`src/rtl/clk_divider_prog.sv`:
```
// Programmable integer clock divider.
// Produces a registered divided clock (high ceil(N/2), low floor(N/2) cycles) and a
// one-cycle tick at the start of every period. A new divisor is held pending and only
// takes effect at a period boundary, so clk_div never produces a runt pulse.
module clk_divider_prog #(
  parameter int W           = 8,
  parameter int DEFAULT_DIV = 6
) (
  input  logic         clk,
  input  logic         reset,
  input  logic         enable,
  input  logic         div_load,
  input  logic [W-1:0] div_val,
  output logic         clk_div,
  output logic         tick,
  output logic         div_pending,
  output logic         div_err,
  output logic [W-1:0] active_div
);

  localparam logic [W-1:0] DEF_DIV = DEFAULT_DIV[W-1:0];
  localparam logic [W-1:0] ONE     = {{(W-1){1'b0}}, 1'b1};
  localparam logic [W-1:0] TWO     = {{(W-2){1'b0}}, 2'b10};

  typedef enum logic {IDLE, RUN} state_t;

  state_t       state;
  logic [W-1:0] phase;
  logic [W-1:0] pending;

  logic         wrap;
  logic         boundary;
  logic         apply;
  logic         load_ok;
  logic         load_bad;
  logic [W-1:0] phase_next;
  logic [W:0]   hi;

  // Next-phase, high-length and period-boundary decode for the running divider
  always_comb begin
    wrap       = (state == RUN) && (phase == active_div - ONE);
    phase_next = wrap ? '0 : phase + ONE;
    // W+1 bits so that N = 2^W-1 cannot overflow the (N+1)>>1 computation
    hi         = ({1'b0, active_div} + {{W{1'b0}}, 1'b1}) >> 1;
    boundary   = enable && ((state == IDLE) || wrap);
    apply      = boundary && div_pending;
    load_ok    = div_load && (div_val >= TWO);
    load_bad   = div_load && (div_val < TWO);
  end

  // Pending divisor holding register; only meaningful while div_pending is set
  always_ff @(posedge clk) begin
    if (load_ok) begin
      pending <= div_val;
    end
  end

  // Divider state machine, divisor bookkeeping and registered outputs
  always_ff @(posedge clk) begin
    if (reset) begin
      state       <= IDLE;
      phase       <= '0;
      clk_div     <= 1'b0;
      tick        <= 1'b0;
      div_pending <= 1'b0;
      div_err     <= 1'b0;
      active_div  <= DEF_DIV;
    end else begin
      div_err <= load_bad;

      // A load in the boundary cycle itself re-arms pending after the old one applies
      if (apply) begin
        active_div <= pending;
      end
      if (load_ok) begin
        div_pending <= 1'b1;
      end else if (apply) begin
        div_pending <= 1'b0;
      end

      case (state)
        IDLE: begin
          phase <= '0;
          if (enable) begin
            state   <= RUN;
            clk_div <= 1'b1;
            tick    <= 1'b1;
          end else begin
            clk_div <= 1'b0;
            tick    <= 1'b0;
          end
        end
        RUN: begin
          if (enable) begin
            phase   <= phase_next;
            // phase_next==0 at the wrap is always high, so the new HI is never needed here
            clk_div <= ({1'b0, phase_next} < hi);
            tick    <= (phase_next == '0);
          end else begin
            // Abandon the current period immediately; a pending divisor survives
            state   <= IDLE;
            phase   <= '0;
            clk_div <= 1'b0;
            tick    <= 1'b0;
          end
        end
        default: begin
          state   <= IDLE;
          phase   <= '0;
          clk_div <= 1'b0;
          tick    <= 1'b0;
        end
      endcase
    end
  end

endmodule
```
`config.mk`:
```
export PLATFORM = sky130hd
export DESIGN_NAME = clk_divider_prog
export DESIGN_NICKNAME = d
export VERILOG_FILES = /design/src/rtl/clk_divider_prog.sv
export SDC_FILE = /design/constraint.sdc
export NUM_CORES = 1
export LEC_CHECK = 0
export ABC_AREA = 1
export CORE_AREA = 2 2 80 82
export DETAILED_ROUTE_END_ITERATION = 6
export DIE_AREA = 0 0 82 84
export DONT_BUFFER_PORTS = 1
export HOLD_SLACK_MARGIN = 0.12
export PLACE_DENSITY_LB_ADDON = 0.08
export SLEW_MARGIN = 20
export SYNTH_ARGS = -nofsm -noshare
export SYNTH_HDL_FRONTEND = slang
export SYNTH_SLANG_ARGS = --single-unit
```
`constraint.sdc`:
```
create_clock -name clk -period 2.16 [get_ports clk]
set_input_delay 0.324 -clock clk [delete_from_list [all_inputs] [get_ports clk]]
set_output_delay 0.324 -clock clk [all_outputs]
set_load 0.005 [all_outputs]
```
Word-level counts from Yosys, hierarchy flattened
Index checks and enable logic that the tools add are counted.
{"block": "totals", "reg_bits": 29, "out_inout_bits": 12, "inputBits": 12}
{"block": "classes", "magnitude_cmp": 3, "n_reduce_logical": 8, "add_sub_neg": 3, "bitwise_logic": 1, "n_eq_ne": 1, "muxes": 10}
{"op": "8-bit two-way mux", "count": 2}
{"op": "8-bit one-hot mux with 2 select lines", "count": 1}
{"op": "8-bit by 1-bit adder with 9-bit output (second input constant)", "count": 1}
{"op": "8-bit by 1-bit adder with 8-bit output (second input constant)", "count": 1}
{"op": "8-bit equality test", "count": 1}
{"op": "8-bit by 2-bit greater-or-equal comparator with 1-bit output (second input constant)", "count": 1}
{"op": "8-bit zero test", "count": 1}
{"op": "8-bit by 2-bit less-than comparator with 1-bit output (second input constant)", "count": 1}
{"op": "8-bit less-than comparator", "count": 1}
{"op": "8-bit by 1-bit subtractor with 8-bit output (second input constant)", "count": 1}
{"op": "1-bit logical AND", "count": 5}
{"op": "1-bit two-way mux", "count": 5}
{"op": "1-bit one-hot mux with 2 select lines", "count": 2}
{"op": "2-bit nonzero test", "count": 1}
{"op": "1-bit logical OR", "count": 1}
{"op": "1-bit NOT", "count": 1}

Depth between registers and ports, before layout
{"block": "depth", "word_depth": 8, "depth_mapped": 20, "ltp_nobuf": 20}

Worst setup path after synthesis
OpenSTA, ideal clock, no wires.
{"block": "synth_path", "kind": "flip-flop to flip-flop", "from": "reg active_div[0]", "to": "reg clk_div", "n_path_buf": 0, "slack_ns": -0.194, "t_required_ns": 2.102, "t_arrival_ns": 2.295, "setup_time_ns": 0.058, "stages_incl_launch_ff": 18, "cell_sequence": "dfxtp_1 inv_1 ha_1 xnor2_1 nor2_2 nand3_2 nor2_4 nand3_4 nand2_1 inv_1 ha_1 nand2_1 inv_1 nand2_1 nand3_1 a31oi_1 nand2_1 nand2_1"}
{"block": "synth_between", "elab_chain_cells": 7, "word_cells_on_any_way": 8, "cone_classes": "add/sub (2); order compare (1); eq/ne (1); mux (3); reduce/logical (1)"}
{"element": "start: declaration", "line": "18", "rtl": "output logic [W-1:0] active_div"}
{"element": "start signal: assignment", "line": "73", "rtl": "active_div <= pending;"}
{"element": "8-bit by 1-bit subtractor with 8-bit output", "line": "41", "rtl": "wrap = (state == RUN) && (phase == active_div - ONE);"}
{"element": "8-bit equality test", "line": "41"}
{"element": "1-bit logical AND", "line": "41"}
{"element": "8-bit two-way mux", "line": "42", "rtl": "phase_next = wrap ? '0 : phase + ONE;"}
{"element": "named net phase_next[7]", "line": "36", "rtl": "logic [W-1:0] phase_next;"}
{"element": "8-bit less-than comparator", "line": "97", "rtl": "clk_div <= ({1'b0, phase_next} < hi);"}
{"element": "1-bit two-way mux", "line": "94", "rtl": "if (enable) begin"}
{"element": "1-bit one-hot mux with 2 select lines", "line": "81", "rtl": "case (state)"}
{"element": "end signal: assignment", "line": "97"}
{"element": "end: declaration", "line": "14", "rtl": "output logic clk_div,"}
The timed path passes the listed nets, and every way through them passes these cells.
A chain may end at the register's enable or synchronous reset.

Worst setup path after layout
{"block": "layout_path", "from": "reg active_div[1]", "to": "reg clk_div"}
{"block": "layout_between", "elab_chain_cells": 7, "word_cells_on_any_way": 8, "cone_classes": "add/sub (2); order compare (1); eq/ne (1); mux (3); reduce/logical (1)"}
{"element": "8-bit by 1-bit subtractor with 8-bit output", "line": "41"}
{"element": "8-bit equality test", "line": "41"}
{"element": "1-bit logical AND", "line": "41"}
{"element": "8-bit two-way mux", "line": "42"}
{"element": "8-bit less-than comparator *", "line": "97"}
{"element": "1-bit two-way mux *", "line": "94"}
{"element": "1-bit one-hot mux with 2 select lines *", "line": "81"}
Every way passes the cells marked *; elsewhere a longest branch is shown, timed or not.

==> flow_summary.ini <==
[clock_tree]
cts_tree = yes
clkLatencyLatePin_ns = 0.27
clockBufferDepth = 2
cts_sinks = 29
cts.clk_slew.worst_paths_ns = 0.07
h-tree-depth = 2
numCtsBuffers = 5
cts_root_buffer = clkbuf_8

[setup_path]
cp-start-kind = flip-flop
cp-end-kind = flip-flop
max_stage_delay_ns = 0.37
cp_slowest_cell = dfxtp_4
criticalPathCategory = flip-flop to flip-flop
r2r_cells = 14
cp.arrival_ns = 2.44
worstPathCellList = inv_2, buf_4, nor4_1, buf_4, nand4_1, xor2_1, ha_4, nand2_2, inv_2, nand2_1, nand3_1, a31oi_1, nand2_1, nand2_1
required_ns = 2.38
crit_fanout = 3
crit_top_cell = nand2_1

[route]
drt_iter0_markers = 42
vias_per_cell = 4.41
first_pass_iters = 4
route.met2.wl_mm = 2.10
drc = 0
wl_met1_mm = 1.84
routed.top_layer = met4
drt_wl_total_mm = 4.26
dr_total_vias = 1543
avgRoutedWirePerCell_um = 12.2
wl_met3_um = 179
ant_nets = 0

[synthesis]
ys_types = 29
syn_area_sq_um = 1740
synth_top_area_cell = dfxtp_1
syn-mean-instance-area_sq_um = 7.53
yosysSeqAreaShare_pct = 38.0
netlist_top_cells_count = nand2_1, inv_1, nor2_1
synth.net_count = 253
synth_most_common_cell = nand2_1
netlist_instances = 231
synth_async_sr_flop_share_pct = 0
ys_warn_count = 0
synthTopCellsByArea = dfxtp_1, edfxtp_1, nand2_1
ys.flop_type = dfxtp_1
synth-edff-count = 8
synth_top_area_share_pct = 24.2
synth_seq_cells = 29

[global_route]
grt_pass1_wl_mm = 7.17
grt_pass1_vias = 1579
grt_remaining_overflow = 0
grt_max_degree = 12
track_usage_pct = 13.8
antenna_found_initial = 0

[floorplan]
die-area_sq_um = 6890
io_pins = 24
rows = 29
die_x_um = 82
core_sq_um = 6100
die_y_um = 84
start_util_pct = 28.6

[flow_run]
cap_violations = 0

[power_and_ir_drop]
finalPower_mw = 1.33
p_per_area_nw_per_um2 = 572
p_leak_nw = 1.06
ir_drop_v = 0.000272

[timing]
slew_headroom_pct = 80.3
clock_skew_ns = 0.00804
finalCritPeriodShare_pct = 103
setup_viol = 1
rsz0062_at_grt = yes
drv_slew = 0
min_period_ns = 2.22
hold_ws_ns = 0.142
timing.final.hold_violations = 0
worstMarginPinSlew_ns = 0.293
timing.final.ws_setup_ns = -0.0567
timing.fmax_ghz = 0.451

[finish]
area.growth.synth_to_final_pct = 33.9
fin_nets = 294
seqCellArea_sq_um = 668
n_fill_cell = 644
multiInputGateArea_sq_um = 1020
drive_gt1_share_pct = 31.5
diodes = 0

[placed_design]
gp_congestion = 0.818
dp_hpwl_mm = 3.44
port_buffers = 0
place_ws_ns = -0.0732

[run_status]
failed_checks = setup timing
status = finished, violations left

[hold_path]
hold_class = primary input to flip-flop
holdPathStages = 0
-- per-stage QoR --
| stage | util (%) | setup TNS (ns) | instances | cell area [sq um] |
|---|---|---|---|---|
| after detailed placement | 33.3 | -0.0732 | 331 | 2030 |
| after CTS | 36.8 | -0.0785 | 343 | 2240 |
| after global routing | 38.2 | -0.468 | 350 | 2330 |
| after global placement | 33.3 | -0.0665 | 331 | 2030 |
| after floorplan | - | 0 | 231 | 1760 |
| final | 38.2 | -0.0567 | 350 | 2330 |
-- cells by family (layout without fill, tap and decap cells) --
| family | Yosys count | after routing | share of synthesized area [%] |
|---|---|---|---|
| xor gates and xnor gates | 15 | 15 | 7.55 |
| adders and majority gates | 10 | 10 | 7.19 |
| buffers and inverters | 40 | 82 | 9.63 |
| and+or+nand+nor | 118 | 118 | 31.1 |
| DFF | 29 | 29 | 38.0 |
| AOI/OAI and AO/OA | 19 | 19 | 6.61 |
-- worst paths after layout --
check | startpoint | end | slack, ns
setup / recovery | active_div[1] | clk_div | -0.06
hold / removal | div_val[6] | pending[6] | 0.14
setup reg to reg | active_div[1] | clk_div | -0.06
hold reg to reg | pending[1] | active_div[1] | 0.47
-- worst max-delay path, delay by kind of cell, from the launching register on --
kind                     cells  cell delay, ns
adder cells (fa/ha/maj)      1            0.26
flip-flops                   1            0.37
XOR/XNOR                     1            0.28
AO/OA/AOI/OAI                1            0.15
buffers and inverters        4            0.41
AND/OR/NAND/NOR              7            0.72
-- per-layer routing --
metal / up-vias / global-route usage [%]
li1: 808 / -
met4: 0 / 6.06
met1: 687 / 16.0
met3: 8 / 4.11
met5: - / 0
met2: 40 / 22.9
-- final cells by class --
class	instances	area share, %
Clock buffer	6	3.11
Clock inverter	2	1.50
Inverter	36	6.01
Multi-Input combinational cell	162	43.7
Sequential cell	29	28.7
Tap cell	77	4.13
Timing Repair Buffer	38	12.9
-- flip-flops by register name (all words and copies together), names as in the netlist --
register     count
active_div       8
phase            8
div_pending      1
div_err          1
tick             1
state            1
clk_div          1
pending          8
-- power by group --
group	internal (mW)	leakage, nW	switching (mW)
Combinational	0.0825	0.751	0.0954
Sequential	0.587	0.250	0.0207
Clock	0.342	0.0552	0.207
Total	1.01	1.06	0.323
-- timing repair --
| action | in CTS | in global routing |
|---|---|---|
| gates resized for setup | 18 | 9 |
| pin swaps | 13 | 13 |
| hold buffers | 1 | 5 |
| endpoints found under the setup margin | 1 | 11 |
| hold endpoints to repair | 1 | 5 |
| setup buffers | 3 | 2 |
-- placed cells by master (no fill, tap or decap), types with 3 or more instances in the layout --
master | Yosys | routed
nand2_2 | 5 | 8
dlygate4sd3_1 | 0 | 6
nand4_1 | 3 | 3
inv_2 | 3 | 8
dfxtp_2 | 0 | 3
a21oi_1 | 4 | 3
nand2_4 | 0 | 4
xnor2_1 | 8 | 7
inv_1 | 33 | 26
nor3_1 | 4 | 4
nand3_2 | 3 | 3
o21ai_1 | 6 | 6
ha_1 | 10 | 6
ha_4 | 0 | 4
clkbuf_8 | 0 | 5
nor2_2 | 5 | 5
nor2_1 | 27 | 26
xor2_1 | 7 | 7
dfxtp_1 | 21 | 17
edfxtp_1 | 8 | 8
nand3_1 | 10 | 10
nand2_1 | 56 | 49
buf_4 | 0 | 32
a21oi_2 | 2 | 3
(Power assumes the default switching activity.)
